`config.mk`:
```
export PLATFORM = sky130hd
export DESIGN_NAME = ifetch_queue
export DESIGN_NICKNAME = d
export VERILOG_FILES = /design/src/rtl/ifetch_queue.sv
export SDC_FILE = /design/constraint.sdc
export NUM_CORES = 1
export LEC_CHECK = 0
export CAP_MARGIN = 40
export CORE_MARGIN = 10
export CORE_UTILIZATION = 25
export DETAILED_ROUTE_END_ITERATION = 6
export GPL_TIMING_DRIVEN = 0
export PLACE_DENSITY = 0.52
export REMOVE_ABC_BUFFERS = 1
export SYNTH_ARGS = -nofsm -noshare
export SYNTH_HDL_FRONTEND = slang
export SYNTH_SLANG_ARGS = --single-unit
```
`constraint.sdc`:
```
create_clock -name clk -period 3.8 [get_ports clk]
set_input_delay 0.57 -clock clk [delete_from_list [all_inputs] [get_ports clk]]
set_output_delay 0.57 -clock clk [all_outputs]
set_load 0.05 [all_outputs]
```
`src/rtl/ifetch_queue.sv`:
```
// ifetch_queue: sequential PC fetcher feeding a small in-order instruction queue.
// Define FETCH_HALT_EN to stop fetching once a syscall (32'h0000_000C) has been queued.
module ifetch_queue #(
    parameter logic [31:0] RESET_PC = 32'h0000_0000,
    parameter int          DEPTH    = 2
) (
    input  logic        clk,
    input  logic        reset_n,
    output logic [5:0]  imem_a,
    input  logic [31:0] imem_rd,
    input  logic        redirect,
    input  logic [31:0] redirect_pc,
    output logic        out_valid,
    input  logic        out_ready,
    output logic [31:0] out_instr,
    output logic [31:0] out_pc,
    output logic        halted
);
    localparam int PW = $clog2(DEPTH);
    localparam int CW = $clog2(DEPTH + 1);
    localparam logic [PW-1:0] LAST = PW'(DEPTH - 1);
    localparam logic [CW-1:0] FULL = CW'(DEPTH);
    logic [31:0]   fpc;
    logic [31:0]   q_pc    [DEPTH];
    logic [31:0]   q_instr [DEPTH];
    logic [PW-1:0] wr_ptr, rd_ptr;
    logic [CW-1:0] count;
    logic          pop, push;
    assign imem_a    = fpc[7:2];
    assign out_valid = count != '0;
    assign out_instr = out_valid ? q_instr[rd_ptr] : '0;
    assign out_pc    = out_valid ? q_pc[rd_ptr] : '0;
    assign pop       = out_valid && out_ready;
    assign push      = !redirect && !halted && (count < FULL || pop);
    // A redirect still honours a same-cycle pop; the flush simply wipes whatever remains.
    always_ff @(posedge clk or negedge reset_n)
        if (!reset_n) begin
            fpc    <= RESET_PC;
            wr_ptr <= '0;
            rd_ptr <= '0;
            count  <= '0;
        end else if (redirect) begin
            fpc    <= {redirect_pc[31:2], 2'b00};
            wr_ptr <= '0;
            rd_ptr <= '0;
            count  <= '0;
        end else begin
            if (push) begin
                fpc    <= fpc + 32'd4;
                wr_ptr <= wr_ptr == LAST ? '0 : wr_ptr + PW'(1);
            end
            if (pop)
                rd_ptr <= rd_ptr == LAST ? '0 : rd_ptr + PW'(1);
            count <= count + CW'(push) - CW'(pop);
        end
    always_ff @(posedge clk)
        if (push) begin
            q_pc[wr_ptr]    <= fpc;
            q_instr[wr_ptr] <= imem_rd;
        end
`ifdef FETCH_HALT_EN
    logic halt_q;
    always_ff @(posedge clk or negedge reset_n)
        if (!reset_n)
            halt_q <= 1'b0;
        else if (redirect)
            halt_q <= 1'b0;
        else if (push && imem_rd == 32'h0000_000C)
            halt_q <= 1'b1;
    assign halted = halt_q;
`else
    assign halted = 1'b0;
`endif
endmodule

```
# After elaboration in Yosys (flattened, before gate mapping)
# Memory sizes are Yosys's and may differ from the RTL's.
# Cells that the tools add are included.
[totals]
output_inout_bits = 72
register_bits = 36
ramBits = 128
input_bits = 68
mem_count = 2
[classes]
muxes = 13
n_lt_le_gt_ge = 1
add_sub_neg = 5
n_reduce_logical = 7
[memory_table]
columns = ["name", "words", "width", "read_ports", "rd_clocked_by_memory_dff", "wr", "line", "rtl"]
rows = [
  ["q_instr", 2, 32, 1, 0, 1, "25", "logic [31:0] q_instr [DEPTH];"],
  ["q_pc", 2, 32, 1, 0, 1, "24", "logic [31:0] q_pc [DEPTH];"],
]
[ops]
columns = ["cell", "n"]
rows = [
  ["2-to-1 mux 32 bit", 4],
  ["adder 32 x 3 -> 32 bit, second input constant", 1],
  ["2-to-1 mux 1 bit", 8],
  ["nonzero test 2 bit", 3],
  ["adder 1 bit, second input constant", 2],
  ["adder 2 x 1 -> 2 bit", 1],
  ["logical AND 1 bit", 2],
  ["< comparator 2 bit, second input constant", 1],
  ["2-to-1 mux 2 bit", 1],
  ["subtractor 2 x 1 -> 2 bit", 1],
  ["zero test 1 bit", 1],
  ["logical OR 1 bit", 1],
]

# Logic depth before layout (Yosys ltp)
[depth]
word_depth = 7
depth_mapped = 8

# Least setup slack after synthesis
# OpenSTA, ideal clock, no wires.
[synth_path]
path_kind = "input-to-reg"
startpoint = "input port out_ready"
endpoint = "memory q_instr[0][0], enable pin"
required_ns = 3.318
cell_stages = 4
arrival_time_ns = 3.808
path_slack_ns = -0.491
path_cell_list = "nand2b_1 clkbuf_1 nand2_1 nor2_1"
[synth_between]
elab_chain_len = 5
[synth_rtl]
columns = ["element", "line", "rtl"]
rows = [
  ["start: declaration", "14", "input logic out_ready,"],
  ["logical AND 1 bit", "33", "assign pop = out_valid && out_ready;"],
  ["logical OR 1 bit", "34", "assign push = !redirect && !halted && (count < FULL || pop);"],
  ["logical AND 1 bit", "34", ""],
  ["2-to-1 mux 1 bit", "57", "if (push) begin"],
  ["2-to-1 mux 1 bit (not written as such)", "59", "q_instr[wr_ptr] <= imem_rd;"],
  ["end: declaration", "25", ""],
]
# No other way between the ends.

# Worst setup path in the final report
[layout_path]
startpoint = "register rd_ptr"
endpoint = "output port out_pc[24]"
[layout_between]
elab_chain_len = 2
[layout_rtl]
columns = ["element", "line", "rtl"]
rows = [
  ["start: declaration", "26", "logic [PW-1:0] wr_ptr, rd_ptr;"],
  ["start signal: assignment", "53", "rd_ptr <= rd_ptr == LAST ? '0 : rd_ptr + PW'(1);"],
  ["memory read (2 x 32 bit)", "--", ""],
  ["2-to-1 mux 32 bit", "32", "assign out_pc = out_valid ? q_pc[rd_ptr] : '0;"],
  ["end: declaration", "16", "output logic [31:0] out_pc,"],
]
# No other way between the ends.

==> results.md <==
- Outcome: completed
- HP Class: in2async
- Setup Viol. Count Final: 0
- Cell area power density: 737.7 nW/um^2
- Initial core utilization: 25.53%
- Synth Warn #: 0
- Sequential group share of total power: 34.5%
- Crit path max fanout: 34
- CTS tree: built
- Comb pwr share: 41.0%
- Slew Viols, Final: 0
- Peak Freq: 308.6 MHz
- # IOs: 140
- Tmin final: 3.241 ns
- Die X: 183.6 um
- Dominant synthesized flop cell: edfxtp_1
- Global-route wire length before repair: 26.21 mm
- Final instance area: 9061 um^2
- Post-synth ARST share: 21.52%
- Die H: 183.6 um
- H-tree Lvls: 4
- Reg clk slew, reported paths: 0.07 ns
- Sink Count: 158
- Final worst slack: 0.5591 ns
- Leak: 3.070 nW
- Layout overhead on the synthesized area: 35.42%
- Largest net degree at the start of global routing: 53
- DPL Wire Length: 11.96 mm
- DP Area: 8493 um^2
- Sw Share: 40.32%
- Site Rows: 59
- Sequential share of the synthesized area: 68.36%
- Clk Latency, worst-skew pair: 0.42 ns
- Required @ worst endpoint: 3.23 ns
- Global-route total usage across every layer: 10.05%
- Path depth of the worst reg2reg path: 4
- Clock skew: 0.01212 ns
- Post-Syn Area per Cell: 13.55 um^2
- Initial antenna violation count: 0
- Via Count: 4365
- Reg-to-reg startpoint: count[1]$_DFF_PN0_
- R2R Path End: fpc[28]$_DFFE_PN0P_
- Nets: 692
- Core ar.: 26210 um^2
- Worst setup EP type: primary output
- Total congestion overflow: 0
- CTS max path bufs: 2
- Layout cells sized above 1: 7.413%
- Max Cap Viol: 0
- Starting DRT DRC Count: 180
- Port-buffer cells: 134
- Antenna-violating nets left: 0
- Yosys cell types: 34
- Post-synth EDFFs: 124
- Wire per inst: 17.46 um
- Part of the power in the clock network: 24.5%
- CTS Root Cell: clkbuf_16
- Slew @ Worst Pin: 0.8567 ns
- Vias per inst: 4.505
- Synth Instances: 494
- Worst Path Class, Setup: reg2out
- Post-Place Setup Slack: 0.1589 ns
- Worst EP arrival: 2.67 ns
- Worst ir drop on vdd: 280.1 uV
- Antenna diode count: 0
- Post-CTS sizing: 0
- Startpoint Class: register
- Tcrit/Tclk final: 85.29%
- Commonest non-fill, non-tap cell in the layout: clkdlybuf4s50_1
- Fill count: 2540
- Vias in the first global route: 4636
- Cell Area, Synth: 6691 um^2
- GPL Wtd Cong: 0.7540
- RSZ-0062 raised after global routing: false
- Most frequent cells in the layout: clkdlybuf4s50_1, edfxtp_1, nor2_1, mux2i_1, dfrtp_1
- Post-layout util: 34.58%
- Drt pass-1 iters: 4
- FF+latch count, synth: 158
- R2R Setup Slk: 1.09 ns
- Net Switching: 0.002695 W
- DRC viols: 0
- Post-Route WL: 16.92 mm
- Postcts setup bufs: 0
- Pint: 0.003989 W
- Endpoints failing hold: 0
- Area of the die: 33710 um^2
- Post-CTS Hold Buffers: 0
- CTS Buf Count: 17
- Rel. slew slack: 42.89%
[state kept, by name, indices dropped and copies added, names as in the netlist]
signal and flops:
rd_ptr 1, fpc 30, q_pc 60, count 2
q_instr 64, wr_ptr 1
[per-layer routing]
| metal | vias to the layer above | track usage, % | routed length (um) |
|---|---|---|---|
| li1 | 2086 | - | - |
| met1 | 2141 | 12.12 | 7622 |
| met2 | 128 | 16.74 | 8217 |
| met3 | 10 | 3.320 | 952 |
| met4 | 0 | 2.885 | 122 |
| met5 | - | 0 | 0 |
[stage by stage]
stage          TNS [ns]  std cells  total power, W  hold slack, ns
2_1_floorplan    -38.80        460        0.004056          0.2744
4_1_cts               0        969        0.006803          0.2582
5_1_grt               0        969        0.007010          0.2993
6_report              0        969        0.006684          0.2596
3_5_place_dp          0        937        0.005145          0.4905
3_3_place_gp    -487.20        929        0.004920          0.4833
[worst max-delay path by stage]
stage | from | to | slack [ns] | cells after the start
after global placement | redirect | q_instr[0][27]$_DFFE_PP_ | -4.01 | 4
final | rd_ptr$_DFFE_PN0P_ | out_pc[24] | 0.56 | 4
after floorplan | redirect | q_instr[0][0]$_DFFE_PP_ | -0.60 | 3
after CTS | rd_ptr$_DFFE_PN0P_ | out_pc[24] | 0.48 | 4
after global routing | rd_ptr$_DFFE_PN0P_ | out_instr[29] | 0.40 | 4
after detailed placement | redirect | q_instr[0][4]$_DFFE_PP_ | 0.16 | 7
[synthesized netlist by cell type (3+ instances only)]
master      n  area, um^2
or4_1      16       120.1
ha_1        3       37.54
a31oi_1    18       112.6
clkbuf_1   19       71.32
nand3_1    10       50.05
xnor2_1     7       61.31
buf_4      10       75.07
o21ai_0    13       65.06
o31ai_1    15       112.6
and4_1      6       52.55
or3_1       3       18.77
mux2i_1    63       630.6
nand4_1     9       56.30
nand2_1    22       82.58
xor2_1      6       52.55
inv_1       5       18.77
edfxtp_1  124        3724
nor2_1     86       322.8
and2_1      5       31.28
buf_2       4       20.02
dfrtp_1    34       850.8
[layout make-up]
type | count | area [um^2] | share of cell area (%)
flip-flops and latches | 158 | 4578 | 50.52
multi-input cells | 297 | 1941 | 21.42
repair buffers | 142 | 1536 | 16.96
clock buffers | 20 | 466.7 | 5.151
well taps | 335 | 419.2 | 4.626
clock inverters | 12 | 101.3 | 1.118
inverters | 5 | 18.77 | 0.2071
[critical path, cell delays in order, from the launching register on]
cell	delay, ns
dfrtp_4	0.80
buf_16	0.32
mux2i_1	0.13
nor2_1	0.15
clkdlybuf4s50_1	0.83
[power groups by stage]
stage | Clock [W] | Sequential (W) | Combinational [W]
after floorplan | 0 | 0.00238 | 0.00167
after CTS | 0.00169 | 0.00231 | 0.00280
final | 0.00164 | 0.00231 | 0.00274
after global routing | 0.00176 | 0.00234 | 0.00291
after detailed placement | 0 | 0.00235 | 0.00279
after global placement | 0 | 0.00246 | 0.00246
[logic make-up (layout without fill, tap and decap cells)]
group                    count (synthesis)  in the layout  synth area share (%)
AO/OA/AOI/OAI                           49             49                 4.675
XOR/XNOR                                13             13                 1.702
adder cells (fa/ha/maj)                  3              3                0.5610
buffers and inverters                   41            179                 3.048
flip-flops                             158            158                 68.36
multiplexers                            63             63                 9.424
other                                    1              3               0.05604
AND/OR/NAND/NOR                        166            166                 12.17
Note: power is estimated with default switching activity, not from simulation.
